$ cat src/rtl/alu_exec_unit_pkg.sv
// Shared opcode/function encodings and internal ALU operation codes for the
// execute unit and its decoder.
package alu_exec_unit_pkg;

  localparam logic [3:0] OPCODE_RTYPE = 4'd0;
  localparam logic [3:0] OPCODE_ADI   = 4'd1;
  localparam logic [3:0] OPCODE_ORI   = 4'd2;
  localparam logic [3:0] OPCODE_LHI   = 4'd3;
  localparam logic [3:0] OPCODE_LWD   = 4'd4;
  localparam logic [3:0] OPCODE_SWD   = 4'd5;
  localparam logic [3:0] OPCODE_BNE   = 4'd6;
  localparam logic [3:0] OPCODE_BEQ   = 4'd7;
  localparam logic [3:0] OPCODE_BGZ   = 4'd8;
  localparam logic [3:0] OPCODE_BLZ   = 4'd9;
  localparam logic [3:0] OPCODE_JMP   = 4'd10;
  localparam logic [3:0] OPCODE_JAL   = 4'd11;

  localparam logic [5:0] FUNC_ADD = 6'd0;
  localparam logic [5:0] FUNC_SUB = 6'd1;
  localparam logic [5:0] FUNC_AND = 6'd2;
  localparam logic [5:0] FUNC_ORR = 6'd3;
  localparam logic [5:0] FUNC_NOT = 6'd4;
  localparam logic [5:0] FUNC_TCP = 6'd5;
  localparam logic [5:0] FUNC_SHL = 6'd6;
  localparam logic [5:0] FUNC_SHR = 6'd7;
  localparam logic [5:0] FUNC_MUL = 6'd8;

  typedef enum logic [3:0] {
    OP_ADD   = 4'd0,
    OP_SUB   = 4'd1,
    OP_AND   = 4'd2,
    OP_OR    = 4'd3,
    OP_NOT   = 4'd4,
    OP_TCP   = 4'd5,
    OP_SHL   = 4'd6,
    OP_SHR   = 4'd7,
    OP_LHI   = 4'd8,
    OP_PASSB = 4'd9,
    OP_PASSA = 4'd10,
    OP_MUL   = 4'd11
  } alu_op_t;

endpackage

$ cat src/rtl/alu_op_decode.sv
// Combinational decode of opcode/funct into an internal ALU operation.
// Anything unrecognised passes operand a through and flags illegal.
module alu_op_decode
  import alu_exec_unit_pkg::*;
#(
  parameter int MUL_EN = 1
) (
  input  logic [3:0] opcode,
  input  logic [5:0] funct,
  output alu_op_t    op,
  output logic       illegal
);

  always_comb begin
    op      = OP_PASSA;
    illegal = 1'b1;
    case (opcode)
      OPCODE_RTYPE: begin
        illegal = 1'b0;
        case (funct)
          FUNC_ADD: op = OP_ADD;
          FUNC_SUB: op = OP_SUB;
          FUNC_AND: op = OP_AND;
          FUNC_ORR: op = OP_OR;
          FUNC_NOT: op = OP_NOT;
          FUNC_TCP: op = OP_TCP;
          FUNC_SHL: op = OP_SHL;
          FUNC_SHR: op = OP_SHR;
          FUNC_MUL: begin
            if (MUL_EN != 0) begin
              op = OP_MUL;
            end else begin
              illegal = 1'b1;
            end
          end
          default: illegal = 1'b1;
        endcase
      end
      OPCODE_ADI, OPCODE_LWD, OPCODE_SWD: begin
        op      = OP_ADD;
        illegal = 1'b0;
      end
      OPCODE_ORI: begin
        op      = OP_OR;
        illegal = 1'b0;
      end
      OPCODE_LHI: begin
        op      = OP_LHI;
        illegal = 1'b0;
      end
      OPCODE_BNE, OPCODE_BEQ, OPCODE_BGZ, OPCODE_BLZ: begin
        op      = OP_SUB;
        illegal = 1'b0;
      end
      OPCODE_JMP, OPCODE_JAL: begin
        op      = OP_PASSB;
        illegal = 1'b0;
      end
      default: begin
        op      = OP_PASSA;
        illegal = 1'b1;
      end
    endcase
  end

endmodule

$ cat src/rtl/alu_exec_unit.sv
// Execute unit: single-cycle ALU ops plus a WIDTH-cycle shift-add multiplier,
// with a one-entry registered result and valid/ready handshakes on both sides.
module alu_exec_unit
  import alu_exec_unit_pkg::*;
#(
  parameter int WIDTH     = 16,
  parameter int SHIFT_VAR = 0,
  parameter int MUL_EN    = 1
) (
  input  logic             clk,
  input  logic             reset_n,
  input  logic             in_valid,
  output logic             in_ready,
  input  logic [3:0]       opcode,
  input  logic [5:0]       funct,
  input  logic [WIDTH-1:0] a,
  input  logic [WIDTH-1:0] b,
  output logic             out_valid,
  input  logic             out_ready,
  output logic [WIDTH-1:0] result,
  output logic             illegal
);

  localparam int SHW = $clog2(WIDTH);

  localparam logic [1:0] ST_IDLE = 2'd0;
  localparam logic [1:0] ST_MUL  = 2'd1;
  localparam logic [1:0] ST_HOLD = 2'd2;

  logic [1:0]       state;
  logic [WIDTH-1:0] mcand;
  logic [WIDTH-1:0] mplier;
  logic [WIDTH-1:0] acc;
  logic [WIDTH-1:0] acc_sum;
  logic [SHW-1:0]   count;

  alu_op_t          op;
  logic             dec_illegal;
  logic [WIDTH-1:0] alu_out;
  logic [WIDTH-1:0] shl_out;
  logic [WIDTH-1:0] shr_out;
  logic             accept;

  alu_op_decode #(
    .MUL_EN(MUL_EN)
  ) u_decode (
    .opcode (opcode),
    .funct  (funct),
    .op     (op),
    .illegal(dec_illegal)
  );

  generate
    if (SHIFT_VAR != 0) begin : gen_shift_var
      logic [SHW-1:0] amt;
      assign amt     = b[SHW-1:0];
      assign shl_out = a << amt;
      assign shr_out = $signed(a) >>> amt;
    end else begin : gen_shift_one
      assign shl_out = {a[WIDTH-2:0], 1'b0};
      assign shr_out = {a[WIDTH-1], a[WIDTH-1:1]};
    end
  endgenerate

  always_comb begin
    alu_out = a;
    case (op)
      OP_ADD:   alu_out = a + b;
      OP_SUB:   alu_out = a - b;
      OP_AND:   alu_out = a & b;
      OP_OR:    alu_out = a | b;
      OP_NOT:   alu_out = ~a;
      OP_TCP:   alu_out = ~a + WIDTH'(1);
      OP_SHL:   alu_out = shl_out;
      OP_SHR:   alu_out = shr_out;
      OP_LHI:   alu_out = {b[WIDTH/2-1:0], {(WIDTH/2){1'b0}}};
      OP_PASSB: alu_out = b;
      default:  alu_out = a;
    endcase
  end

  // Gating with reset_n keeps the unit closed while reset is held.
  assign in_ready = reset_n &&
                    (((state == ST_IDLE) && !out_valid) ||
                     ((state == ST_HOLD) && out_ready));
  assign accept   = in_valid && in_ready;
  assign acc_sum  = mplier[0] ? (acc + mcand) : acc;

  always_ff @(posedge clk or negedge reset_n) begin
    if (!reset_n) begin
      state     <= ST_IDLE;
      out_valid <= 1'b0;
      result    <= '0;
      illegal   <= 1'b0;
      mcand     <= '0;
      mplier    <= '0;
      acc       <= '0;
      count     <= '0;
    end else begin
      case (state)
        ST_IDLE, ST_HOLD: begin
          if (accept) begin
            if (op == OP_MUL) begin
              state     <= ST_MUL;
              out_valid <= 1'b0;
              mcand     <= a;
              mplier    <= b;
              acc       <= '0;
              count     <= '0;
            end else begin
              state     <= ST_HOLD;
              out_valid <= 1'b1;
              result    <= alu_out;
              illegal   <= dec_illegal;
            end
          end else if ((state == ST_HOLD) && out_ready) begin
            state     <= ST_IDLE;
            out_valid <= 1'b0;
          end
        end
        ST_MUL: begin
          // The last of the WIDTH iterations writes the product directly.
          if (count == SHW'(WIDTH - 1)) begin
            state     <= ST_HOLD;
            out_valid <= 1'b1;
            result    <= acc_sum;
            illegal   <= 1'b0;
          end else begin
            acc    <= acc_sum;
            mcand  <= mcand << 1;
            mplier <= mplier >> 1;
            count  <= count + 1'b1;
          end
        end
        default: state <= ST_IDLE;
      endcase
    end
  end

endmodule
$ cat config.mk
export PLATFORM = sky130hd
export DESIGN_NAME = alu_exec_unit
export DESIGN_NICKNAME = d
export VERILOG_FILES = /design/src/rtl/alu_exec_unit_pkg.sv /design/src/rtl/alu_op_decode.sv /design/src/rtl/alu_exec_unit.sv
export SDC_FILE = /design/constraint.sdc
export NUM_CORES = 1
export LEC_CHECK = 0
export CAP_MARGIN = 20
export CORE_UTILIZATION = 50
export CTS_CLUSTER_DIAMETER = 40
export CTS_CLUSTER_SIZE = 25
export DETAILED_ROUTE_END_ITERATION = 8
export MAX_ROUTING_LAYER = met4
export PLACE_DENSITY = 0.71
export RECOVER_POWER = 25
export SLEW_MARGIN = 0
export SYNTH_ARGS = -nofsm -noshare
export SYNTH_HDL_FRONTEND = slang
export SYNTH_SLANG_ARGS = --single-unit
$ cat constraint.sdc
create_clock -name clk -period 5.4 [get_ports clk]
set_input_delay 1.08 -clock clk [delete_from_list [all_inputs] [get_ports clk]]
set_output_delay 1.08 -clock clk [all_outputs]
set_load 0.05 [all_outputs]
==> results.md <==
* Max Transition Viols Final at 73
* Cell Rows at around 40
* Failing checks: capacitance limit, slew limit
* Total setup buffers inserted after CTS at 0
* Number of synthesized flops with an enable pin at 0
* # DRC at 0
* Setup CP Type: input port to flip-flop
* Initial core utilization at between 50% and 60%
* Detailed Place HPWL at 15500 µm
* Mapped Nets at slightly above 900
* RePlAce Congestion at approximately 0.95
* Post-Route WL at 21100 µm
* Post-CTS resize count at 0
* LEAKAGE at approximately 0.0031 µW
* Final cell count without fillers at between 1000 and 1500
* Clock slew at the register clock pins of the worst setup and hold paths at about 60 ps
* Layout cells sized above 1 at between 6 and 7%
* Mapped Area at 0.00645 mm²
* Max-slew headroom at -162%
* WL/cell at around 20 µm
* Die Y at 116 µm
* Critical path fanouts, max at 10
* CTS buffer count at 9
* Root buf cell: clkbuf_16
* TritonCTS clock tree: yes
* Final setup skew at around 11 ps
* Hold path depth at 2
* Worst r2r dst: result[15]$_DFFE_PN0P_
* Status: finished with violations
* Power Density at about 300 mW/mm²
* Largest net degree at the start of global routing at 73
* Nets@finish at slightly below 1000
* GRT Resource Usage Total at 34.0%
* Setup TNS at 0 ps
* Synth cell types at 77
* RSZ-0062 raised after global routing: no
* Max Root-Sink Buffers at 2
* Worst IR Drop VDD at ~0.15 mV
* CP Launch Type: input port
* Yosys synthesis warning count at 0
* 1st-pass router iterations at 6
* Final setup fails at 0
* FF-to-FF Start: mcand[1]$_DFFE_PN0P_
* Startpoint of the worst hold path: illegal$_DFFE_PN0P_
* Commonest non-fill, non-tap cell in the layout: nand2_1
* Synthesized instance count at between 800 and 900
* IO Pins at between 60 and 70
* Die area at around 0.013 mm²
* Fmax achieved at 204 MHz
* H-Tree Level Count at 3
* Initial antenna violation count at 0
* Filler cell count at ~1200
* Most frequent cells in the layout: 142 x nand2_1, 105 x nor2_1, 72 x dfrtp_1, 63 x clkdlybuf4s50_1, 52 x a21oi_1
* R2R depth at 9
* Initial DRC count at 930
* Antenna Cells at 0
* WP data required at ~5600 ps
* Flop2flop setup slack at roughly 2100 ps
* CTS Sinks at slightly above 70
* Placed instance count at approximately 1000
* Ys async rst share at 100%
* Worst Tran Pin Value at about 3900 ps
* Via count at around 6700
* Maxcap violations at 1
* Vias per cell at ~6.3
* Vias in the first global route at 6055
* Top FF cell, synth: dfrtp_1
* Flops & latches, synth at just over 70
* Synth-to-Final Area Change at 16.8%
* Die X at approximately 120 µm
* First-pass GRT wire length at roughly 33000 µm
* Core Area at 0.0126 mm²
* Fin crit share at about nine tenths
* HP Class: flip-flop to flip-flop
* Clock insertion delay at the later pin of the skew report at 350 ps
* Min cycle time layout at 4910 ps
* ANT nets after route at 0
* Hold Buf Count CTS at 0
* Arrival time worst endpoint at just over 5000 ps
* Crit end category: flip-flop
* Sequential element share of the synthesized area at 27.9%
* Final hold vios at 0
* Count of input and output buffers at 64
* GR Overflow Total at 0
* Endpoint, Worst Hold: illegal$_DFFE_PN0P_
* Post-Syn Area per Cell at 7.63 µm²
stage by stage:
step | area [µm²] | total power [µW] | hold WS, ps | utilization, % | setup WS (ps)
floorplan | 6450 | 1320 | 461 | - | 834
global placement | 7230 | 1640 | 464 | 57.3 | 307
detailed placement | 7230 | 1650 | 464 | 57.3 | 179
CTS | 7540 | 2270 | 473 | 59.7 | 541
global route | 7530 | 2380 | 500 | 59.7 | 144
finish | 7530 | 2270 | 471 | 59.7 | 486
cell usage after synthesis, drive strengths merged (3+ instances only):
cell	n	area, µm²
or2	4	25.0
o22ai	5	31.3
a41oi	3	26.3
or4	6	52.6
nor4b	3	26.3
and3	3	18.8
mux2	5	56.3
o31a	3	26.3
nor2b	10	62.6
buf	21	109
and2	6	37.5
xor2	24	210
o21ai	45	225
nand3	15	80.1
ha	35	438
mux2i	7	70.1
a21oi	53	269
nand2b	5	31.3
a211oi	8	60.1
a311oi	4	35.0
o21a	9	67.6
dfrtp	72	1800
inv	18	67.6
a2111oi	3	26.3
clkbuf	33	128
nand4	4	31.3
a31oi	40	250
a221o	8	80.1
a221oi	12	111
a211o	3	26.3
or3	12	80.1
nand2	144	546
nor4	10	62.6
o31ai	13	111
xnor2	21	184
nor3	20	110
a21o	8	60.1
o211ai	9	67.6
a22o	6	52.6
nor2	105	394
kinds of logic (layout without fill, tap and decap cells):
| family | count (synthesis) | after routing | synth area share (%) |
|---|---|---|---|
| fa+ha+maj | 37 | 37 | 7.41 |
| compound gates | 254 | 254 | 26.7 |
| flops | 72 | 72 | 27.9 |
| simple gates | 354 | 354 | 25.2 |
| mux | 12 | 12 | 1.96 |
| buf+inv | 72 | 116 | 4.71 |
| xor+xnor | 45 | 45 | 6.11 |
power breakdown:
part / switching [µW] / internal, µW / total, µW
Combinational: 599 / 351 / 950
Sequential: 70.7 / 629 / 700
Clock: 255 / 361 / 617
area by class of cell:
class,instances,area [µm²],share of cell area (%)
multi-input combinational,702,4360,57.9
sequential,72,1800,23.9
timing repair buffer,82,782,10.4
clock buffer,9,225,2.99
tap,172,215,2.86
clock inverter,7,80.1,1.06
inverter,18,67.6,0.897
sequential cells by signal (all words and copies together) (netlist names):
register and flops:
out_valid 1, count 4, mcand 16, state 2, result 16, mplier 16, acc 16, illegal 1
how the worst max path moves through the flow:
| stage | start | to | depth (start not counted) | slack (ps) |
|---|---|---|---|---|
| after floorplan | opcode[3] | result[11]$_DFFE_PN0P_ | 19 | 830 |
| after global placement | funct[0] | result[14]$_DFFE_PN0P_ | 17 | 310 |
| after detailed placement | funct[3] | result[15]$_DFFE_PN0P_ | 15 | 180 |
| after CTS | funct[3] | result[15]$_DFFE_PN0P_ | 15 | 540 |
| after global routing | reset_n | mplier[8]$_DFFE_PN0P_ | 2 | 140 |
| final | funct[3] | result[14]$_DFFE_PN0P_ | 17 | 490 |
worst max-delay path, cell delays in order:
cell and delay (ps):
clkdlybuf4s50_1 570, or4b_4 530, nand3_2 130, and3_1 300
nand2_2 140, buf_4 200, o21ai_0 100, xor2_1 100
ha_1 250, or4_1 480, o21ai_0 120, a31oi_1 100
a41oi_1 380, a21oi_1 150, mux2i_1 220, o311a_1 200
o22ai_1 80
routing by layer:
layer	GRT usage (%)	up-vias	routed length [µm]
li1	-	3164	-
met1	46.4	3146	9500
met2	49.4	307	9130
met3	5.54	60	1600
met4	14.5	0	867
met5	-	-	0
Note: power is estimated with default switching activity, not from simulation.
